## src/rtl/cpu_pkg.sv

```systemverilog
// Shared definitions for the CPU front end: opcodes, instruction width and
// the fetch sequencer state encoding.
package cpu_pkg;

  localparam int unsigned INSTR_W = 32;

  localparam logic [5:0] OP_RTYPE = 6'b000000;
  localparam logic [5:0] OP_BEQ   = 6'b100011;
  localparam logic [5:0] OP_BNE   = 6'b100111;
  localparam logic [5:0] OP_J     = 6'b111000;
  localparam logic [5:0] OP_JAL   = 6'b111001;

  typedef enum logic [1:0] {
    ST_IDLE  = 2'd0,
    ST_FETCH = 2'd1,
    ST_WAIT  = 2'd2,
    ST_ISSUE = 2'd3
  } fetch_state_e;

endpackage

```

## src/rtl/next_pc_logic.sv

```systemverilog
// Combinational next-PC selection: jr > jump > taken branch > sequential.
// All arithmetic wraps modulo 2^ADDR_W.
module next_pc_logic #(
  parameter int unsigned ADDR_W = 32
) (
  input  logic [ADDR_W-1:0] pc_i,
  input  logic [25:0]       instr_idx_i,
  input  logic              branch_i,
  input  logic              branch_cond_i,
  input  logic              jump_i,
  input  logic              jr_sel_i,
  input  logic [ADDR_W-1:0] jr_target_i,
  output logic [ADDR_W-1:0] next_pc_o,
  output logic [ADDR_W-1:0] pc_plus4_o
);

  // Upper region bits kept from pc+4 by a j/jal (everything above bit 27).
  localparam logic [ADDR_W-1:0] HI_MASK = {ADDR_W{1'b1}} << 28;

  logic [ADDR_W-1:0] pc_plus4_s;
  logic [ADDR_W-1:0] br_off_s;
  logic [ADDR_W-1:0] jmp_low_s;

  // Sequential address, branch displacement and jump index expansion.
  always_comb begin
    pc_plus4_s = pc_i + {{(ADDR_W-3){1'b0}}, 3'd4};
    br_off_s   = {{(ADDR_W-18){instr_idx_i[15]}}, instr_idx_i[15:0], 2'b00};
    jmp_low_s  = {{(ADDR_W-28){1'b0}}, instr_idx_i, 2'b00};
  end

  // Prioritised next-PC mux; jr target is forced word aligned.
  always_comb begin
    next_pc_o = pc_plus4_s;
    if (jr_sel_i) begin
      next_pc_o = jr_target_i & {{(ADDR_W-2){1'b1}}, 2'b00};
    end else if (jump_i) begin
      next_pc_o = (pc_plus4_s & HI_MASK) | jmp_low_s;
    end else if (branch_i && branch_cond_i) begin
      next_pc_o = pc_plus4_s + br_off_s;
    end else begin
      next_pc_o = pc_plus4_s;
    end
  end

  assign pc_plus4_o = pc_plus4_s;

endmodule

```

## src/rtl/instr_fetch_unit.sv

```systemverilog
// Fetch/issue front end: one instruction in flight. Requests a word at pc,
// latches the response into IR, holds it for execute, then advances pc from
// the branch/jump/jr resolution presented with exec_done.
module instr_fetch_unit #(
  parameter int unsigned       ADDR_W   = 32,
  parameter int unsigned       INSTR_W  = cpu_pkg::INSTR_W,
  parameter logic [ADDR_W-1:0] RESET_PC = {ADDR_W{1'b0}}
) (
  input  logic               clk,
  input  logic               reset,
  output logic               imem_req,
  output logic [ADDR_W-1:0]  imem_addr,
  input  logic               imem_ready,
  input  logic               imem_rvalid,
  input  logic [INSTR_W-1:0] imem_rdata,
  output logic [INSTR_W-1:0] instr,
  output logic [5:0]         opcode,
  output logic               instr_valid,
  input  logic               exec_done,
  input  logic               branch,
  input  logic               branch_cond,
  input  logic               jump,
  input  logic               jr_sel,
  input  logic [ADDR_W-1:0]  jr_target,
  output logic [ADDR_W-1:0]  pc,
  output logic [ADDR_W-1:0]  pc_plus4
);
  import cpu_pkg::*;

  fetch_state_e       state_q;
  logic [ADDR_W-1:0]  pc_q;
  logic [INSTR_W-1:0] ir_q;
  logic               req_q;
  logic               valid_q;
  logic [ADDR_W-1:0]  next_pc_d;
  logic [ADDR_W-1:0]  pc_plus4_s;

  next_pc_logic #(
    .ADDR_W (ADDR_W)
  ) u_next_pc (
    .pc_i          (pc_q),
    .instr_idx_i   (ir_q[25:0]),
    .branch_i      (branch),
    .branch_cond_i (branch_cond),
    .jump_i        (jump),
    .jr_sel_i      (jr_sel),
    .jr_target_i   (jr_target),
    .next_pc_o     (next_pc_d),
    .pc_plus4_o    (pc_plus4_s)
  );

  // Fetch sequencer with registered req/valid; reset drops any pending response.
  always_ff @(posedge clk) begin
    if (reset) begin
      state_q <= ST_IDLE;
      pc_q    <= RESET_PC;
      ir_q    <= {INSTR_W{1'b0}};
      req_q   <= 1'b0;
      valid_q <= 1'b0;
    end else begin
      case (state_q)
        ST_IDLE: begin
          state_q <= ST_FETCH;
          req_q   <= 1'b1;
        end
        ST_FETCH: begin
          if (imem_ready) begin
            state_q <= ST_WAIT;
            req_q   <= 1'b0;
          end
        end
        ST_WAIT: begin
          if (imem_rvalid) begin
            ir_q    <= imem_rdata;
            valid_q <= 1'b1;
            state_q <= ST_ISSUE;
          end
        end
        ST_ISSUE: begin
          if (exec_done) begin
            pc_q    <= next_pc_d;
            valid_q <= 1'b0;
            req_q   <= 1'b1;
            state_q <= ST_FETCH;
          end
        end
        default: begin
          state_q <= ST_IDLE;
          req_q   <= 1'b0;
          valid_q <= 1'b0;
        end
      endcase
    end
  end

  assign imem_req    = req_q;
  assign imem_addr   = pc_q;
  assign instr       = ir_q;
  assign opcode      = ir_q[INSTR_W-1:INSTR_W-6];
  assign instr_valid = valid_q;
  assign pc          = pc_q;
  assign pc_plus4    = pc_plus4_s;

endmodule
```

## config.mk

```make
export PLATFORM = sky130hd
export DESIGN_NAME = instr_fetch_unit
export DESIGN_NICKNAME = d
export VERILOG_FILES = /design/src/rtl/cpu_pkg.sv /design/src/rtl/next_pc_logic.sv /design/src/rtl/instr_fetch_unit.sv
export SDC_FILE = /design/constraint.sdc
export NUM_CORES = 1
export LEC_CHECK = 0
export BUFFER_PORTS_ARGS = -buffer_cell sky130_fd_sc_hd__buf_4
export CORE_MARGIN = 10
export CORE_UTILIZATION = 40
export CTS_BUF_LIST = sky130_fd_sc_hd__clkbuf_8 sky130_fd_sc_hd__clkbuf_16
export DETAILED_ROUTE_END_ITERATION = 6
export HOLD_SLACK_MARGIN = 0.08
export PLACE_DENSITY_LB_ADDON = 0.25
export SYNTH_ARGS = -nofsm -noshare
export SYNTH_HDL_FRONTEND = slang
export SYNTH_SLANG_ARGS = --single-unit
```

## constraint.sdc

```tcl
create_clock -name clk -period 3.95 [get_ports clk]
set_input_delay 0.395 -clock clk [delete_from_list [all_inputs] [get_ports clk]]
set_output_delay 0.395 -clock clk [all_outputs]
set_load 0.005 [all_outputs]
```

### After elaboration in Yosys (flattened, before gate mapping)

Cells that the tools add are included.

| storage, ports and cells | value |
|---|---|
| memories | 0 |
| bits in registers | 68 |
| latch bits | 0 |
| RAM bits | 0 |
| memory bits (read-only) | 0 |
| word-level logic and storage cells | 36 |

| cells by class | value |
|---|---|
| reductions and logical operators | 9 |
| muxes and demuxes | 13 |
| div/mod/pow operators | 0 |
| order comparisons | 0 |
| bitwise operators | 1 |
| equality and inequality tests | 6 |
| shift operators | 0 |
| multiply operators | 0 |
| $add $sub $neg | 2 |

Operators with widths:

| cell | number |
|---|---|
| $mux W32 | 3 |
| $add A32 B3 Y32 const B | 1 |
| $add A32 B32 Y32 | 1 |
| $or A32 B28 Y32 | 1 |
| $reduce_and A3 Y1 | 3 |
| $pmux W2 S4 | 1 |
| $mux W2 | 3 |
| $ne A2 B2 Y1 const B | 3 |
| $eq A2 B2 Y1 const B | 2 |
| $mux W1 | 4 |
| $reduce_and A2 Y1 | 2 |
| $pmux W1 S3 | 1 |
| $reduce_bool A3 Y1 | 1 |
| $eq A2 B1 Y1 const B | 1 |
| $logic_not A2 Y1 | 1 |
| $pmux W1 S2 | 1 |
| $reduce_bool A2 Y1 | 1 |
| $logic_and A1 B1 Y1 | 1 |

### Logic depth before layout (Yosys ltp)

| depth | value |
|---|---|
| word-level depth | 5 |
| gate-level depth with buffers | 20 |
| mapped depth without buffers | 18 |

### Hierarchy

From an unflattened synthesis, not the netlist that was laid out.

| second synthesis, totals | value |
|---|---|
| cell total of the unflattened synthesis | 781 |
| area total of the unflattened synthesis | 5701.7 µm² |

By module, submodules not included:

| module | cells an instance | area each (µm²) | sequential area each (µm²) | times used |
|---|---|---|---|---|
| next_pc_logic | 434 | 2876.5 | 0.0 | 1 |
| instr_fetch_unit | 347 | 2825.2 | 1361.3 | 1 |

### Worst setup path after synthesis

Ideal clock, no wire load.

| path | value |
|---|---|
| path kind | register -> register |
| start point | register pc_q[2] (netlist: imem_addr[2]) |
| end point | register pc_q[31] (netlist: imem_addr[31]) |
| buffers on the path | 2 |
| path slack | 148 ps |
| data required time | 3858 ps |
| clock period less this slack | 3802 ps |
| data arrival time | 3710 ps |
| stages on the path, launching flop included | 21 |
| cells stage by stage | dfxtp_1 > ha_1 > nand3_1 > nor2_1 > nand3_1 > or2_2 > clkbuf_1 > nor2_1 > xor2_1 > ha_1 > clkbuf_1 > a21oi_1 > o21ai_1 > a211oi_1 > nand3_1 > nand4_1 > nand3_1 > a41oi_1 > xnor2_1 > and3_1 > o32ai_1 |

| between the ends | value |
|---|---|
| cells in the longest elaborated chain, start to end | 5 |
| elaborated cells between the ends (all ways) | 6 |
| those cells by class | add/sub (2); mux (3); bitwise (1) |

Ends and longest elaborated chain:

| what | RTL line | text |
|---|---|---|
| start: declaration | instr_fetch_unit.sv:31 | `logic [ADDR_W-1:0] pc_q;` |
| start signal: assignment | instr_fetch_unit.sv:81 | `pc_q <= next_pc_d;` |
| $add A32 B3 Y32 | next_pc_logic.sv:26 | `pc_plus4_s = pc_i + {{(ADDR_W-3){1'b0}}, 3'd4};` |
| via pc_plus4[20] | instr_fetch_unit.sv:26 | `output logic [ADDR_W-1:0] pc_plus4` |
| $add A32 B32 Y32 | next_pc_logic.sv:39 | `next_pc_o = pc_plus4_s + br_off_s;` |
| $mux W32 | next_pc_logic.sv:38 | `end else if (branch_i && branch_cond_i) begin` |
| $mux W32 | next_pc_logic.sv:36 | `end else if (jump_i) begin` |
| $mux W32 | next_pc_logic.sv:34 | `if (jr_sel_i) begin` |

The timed path passes the listed nets, and every way through them passes these cells.
A chain may end at the register's enable or synchronous reset.

### Worst setup path after layout

| path | value |
|---|---|
| start point | register pc_q[2] (netlist: imem_addr[2]) |
| end point | register pc_q[24] (netlist: imem_addr[24]) |

| between the ends | value |
|---|---|
| cells in the longest elaborated chain, start to end | 5 |

Ends and longest elaborated chain:

| what | RTL line |
|---|---|
| $add A32 B3 Y32 * | next_pc_logic.sv:26 |
| $add A32 B32 Y32 | next_pc_logic.sv:39 |
| $mux W32 * | next_pc_logic.sv:38 |
| $mux W32 * | next_pc_logic.sv:36 |
| $mux W32 * | next_pc_logic.sv:34 |

Mark *: on every way between the ends. The rest lies on a longest branch, timed or not.

==> flow_summary.yaml <==
status:
  outcome: "complete, no violations"
clock_tree:
  clk_pin_slew_ns: 0.06
  cts_hold_buf: 0
  cts_inserted_buffers: 9
  tritoncts: "built"
  clkSinkCount: 66
  clk_path_buf_depth: 2
  cts_max_level: 3
  root_buffer: "clkbuf_16"
  worst_skew_pair.late_latency_ns: 0.34
place:
  dpl.cell_count: 1069
  hpwlAfterDp_mm: 14.6
  dpl_cell_area_um2: 6960
  place_ws_ns: 0.0833
  port_buffers: 200
  gp_congestion: 0.901
routing:
  wire_per_inst_um: 17.9
  drt-total-wl_mm: 19.5
  drc: 0
  dr.pass1.iters: 5
  vias: 5831
  drtIter0Drc: 423
  ant_nets: 0
  viasPerCell: 5.36
final_layout:
  drive_gt1_share_pct: 28.9
  regArea_um2: 1320
  antenna_cells: 0
  nets: 1020
  final_cells: 1087
  multi_input_area_um2: 3660
  final_cell_area_um2: 7270
  area_growth_pct: 33.1
  fillers: 1323
sta:
  finalClockSkew_ns: 0.00838
  relSlewSlack_pct: 15.0
  fmax_mhz: 269
  finalSetupViolations: 0
  drv_slew: 0
  worstMarginPinSlew_ns: 1.27
  whs_ns: 0.299
  tns_ns: 0
  rsz0062_at_grt: "false"
  worst_slack_ns: 0.236
  hold_viol: 0
  period_needed_ns: 3.71
  period_share_pct: 94.0
power:
  p_switching_uw: 882
  swShare_pct: 35.0
  p_seq_share_pct: 33.8
  vdd_drop_max_mv: 0.276
  p_int_uw: 1640
  power.leakage_uw: 0.00339
  pwr-share-comb_pct: 36.9
  powerDensity_nw_per_um2: 346
  power.share.clock_pct: 29.3
setup_path:
  cp-startpoint: "imem_addr[2]$_SDFFE_PP0P_"
  crit_type: "flip-flop to flip-flop"
  crit_fanout: 6
  worstPathRequired_ns: 4.14
  reg2reg_from: "imem_addr[2]$_SDFFE_PP0P_"
  crit_path_start_kind: "flip-flop"
  endpoint_kind: "flip-flop"
  reg2reg_to: "imem_addr[24]$_SDFFE_PP0P_"
  worstRegToRegCells: 16
  critical_path_arrival_ns: 3.90
  r2r_slack_ns: 0.24
  endpoint: "imem_addr[24]$_SDFFE_PP0P_"
die:
  coreArea_um2: 13300
  rows: 42
  pin_count: 209
  die-area_um2: 18700
  die_h_um: 137
  die_width_um: 137
  start_util_pct: 41.1
hold_path:
  min_path_type: "input pin to flip-flop"
synth:
  yosysUniqueCellTypes: 61
  synth_warnings: 0
  syn_area_per_cell_um2: 7.37
  synth.ff_latch_count: 66
  synthFlopType: "dfxtp_1"
  synthArstFlopShare_pct: 0
  synthCells: 741
  synth_enable_flop_cells: 0
  syn_area_um2: 5460
  ys_seq_area_share_pct: 24.2
global_route:
  grt_usage_pct: 20.2
  gr-total-overflow: 0
  grt_pass1_wl_mm: 30.4
  grt_max_degree: 68
  antenna_found_initial: 0
  grt_pass1_vias: 5712
job:
  drv_cap: 0
[metal layers]
layer	GRT usage (%)	share of wire, %
met2	34.3	49
met5	0	0
met1	24.7	43
met4	4.04	0.97
met3	6.20	7.3
[what timing repair did]
action                                  in CTS  in global routing
endpoints found under the setup margin       0                 11
resized for setup                            0                  8
setup buffers                                0                  2
[worst max-delay path, stage by stage (launching register included)]
cell	delay (ns)
dfxtp_1	0.33
ha_2	0.20
nand3_2	0.13
nor2_4	0.18
nand4_1	0.14
xnor2_1	0.21
ha_1	0.43
nand3_1	0.22
o221a_2	0.32
o311a_4	0.15
o211ai_1	0.26
a31oi_2	0.16
o21ai_2	0.20
xor2_1	0.09
a221o_1	0.29
o21bai_1	0.16
a21oi_1	0.08
[cell type report]
cell class / count / share of cell area [%]
multi-input combinational: 581 / 50.3
clock inverter: 6 / 0.362
sequential: 66 / 18.2
tap: 176 / 3.03
timing repair buffer: 232 / 24.0
inverter: 16 / 0.826
clock buffer: 10 / 3.29
[layout by cell type, fill, tap and decap left out, drive strengths merged, types with 4 or more instances in the layout]
cell type / n
o22ai: 5
and2: 7
o21a: 5
nor3: 11
a31oi: 5
a221oi: 5
o211ai: 25
clkbuf: 10
dfxtp: 66
ha: 40
buf: 232
nand4: 10
o21ai: 32
xnor2: 33
nor2: 56
a21o: 20
conb: 6
a211oi: 19
a311oi: 5
and3: 13
xor2: 20
nand2: 126
nand3: 17
or3: 4
inv: 19
a21oi: 79
[cell usage after synthesis (2+ instances only)]
| library cell | n | area share [%] |
|---|---|---|
| a21o_1 | 20 | 2.7 |
| o21ai_0 | 30 | 2.7 |
| and2_1 | 6 | 0.69 |
| or3_1 | 4 | 0.46 |
| xor2_1 | 20 | 3.2 |
| a211oi_1 | 18 | 2.5 |
| nand2_1 | 126 | 8.7 |
| and3_1 | 13 | 1.5 |
| o211ai_1 | 25 | 3.4 |
| a221oi_1 | 4 | 0.64 |
| a21oi_1 | 79 | 7.2 |
| nor2_1 | 55 | 3.8 |
| nor3_1 | 11 | 1.0 |
| ha_1 | 40 | 9.2 |
| clkbuf_1 | 35 | 2.4 |
| buf_1 | 5 | 0.34 |
| xnor2_1 | 33 | 5.3 |
| o21ai_1 | 2 | 0.18 |
| dfxtp_1 | 66 | 24 |
| nand2b_1 | 3 | 0.34 |
| a31oi_1 | 3 | 0.34 |
| o32ai_1 | 3 | 0.48 |
| nand3_1 | 17 | 1.6 |
| o21a_1 | 5 | 0.69 |
| nor2b_1 | 3 | 0.34 |
| and4_1 | 3 | 0.48 |
| a311oi_1 | 5 | 0.80 |
| nand4_1 | 10 | 1.1 |
| buf_4 | 42 | 5.8 |
| a41oi_1 | 3 | 0.48 |
| o22ai_1 | 5 | 0.57 |
| o21bai_1 | 3 | 0.41 |
| or2_2 | 2 | 0.23 |
| inv_1 | 15 | 1.0 |
[worst min path at each step]
| stage | start | endpoint | depth (start not counted) | slack, ns |
|---|---|---|---|---|
| final | imem_rdata[22] | instr[22]$_SDFFE_PP0P_ | 3 | 0.30 |
| after global routing | imem_rdata[14] | instr[14]$_SDFFE_PP0P_ | 3 | 0.30 |
| after CTS | imem_rdata[14] | instr[14]$_SDFFE_PP0P_ | 3 | 0.29 |
| after detailed placement | instr_valid$_SDFFE_PP0P_ | instr_valid$_SDFFE_PP0P_ | 2 | 0.46 |
| after global placement | instr[30]$_SDFFE_PP0P_ | instr[30]$_SDFFE_PP0P_ | 2 | 0.46 |
| after floorplan | imem_req$_SDFFE_PP0P_ | imem_req$_SDFFE_PP0P_ | 2 | 0.46 |
[cells by family after synthesis]
kind of cell,after synthesis,share of synthesized area [%]
AO/OA/AOI/OAI,221,26.8
XOR/XNOR,53,8.50
adder cells (fa/ha/maj),41,9.53
buffers and inverters,99,9.72
flip-flops,66,24.2
multiplexers,1,0.183
other,1,0.0687
AND/OR/NAND/NOR,259,21.0
[metrics by stage]
step / utilization [%] / total power (uW)
global placement: 52.3 / 1790
global route: 54.7 / 2680
detailed placement: 52.3 / 1790
floorplan: - / 1380
finish: 54.7 / 2520
CTS: 54.3 / 2530
[registers in the layout, summed over array words and instances, names as in the netlist]
name         cells
imem_addr       30
imem_req         1
instr           32
instr_valid      1
state_q          2
[power by group through the flow]
| stage | Combinational (uW) | Clock (uW) | Sequential, uW |
|---|---|---|---|
| after CTS | 937 | 747 | 849 |
| after global routing | 1040 | 777 | 864 |
| after global placement | 925 | 0 | 862 |
| final | 929 | 738 | 851 |
| after detailed placement | 930 | 0 | 862 |
| after floorplan | 527 | 0 | 853 |
No activity file was read; power rests on OpenSTA's default activity.
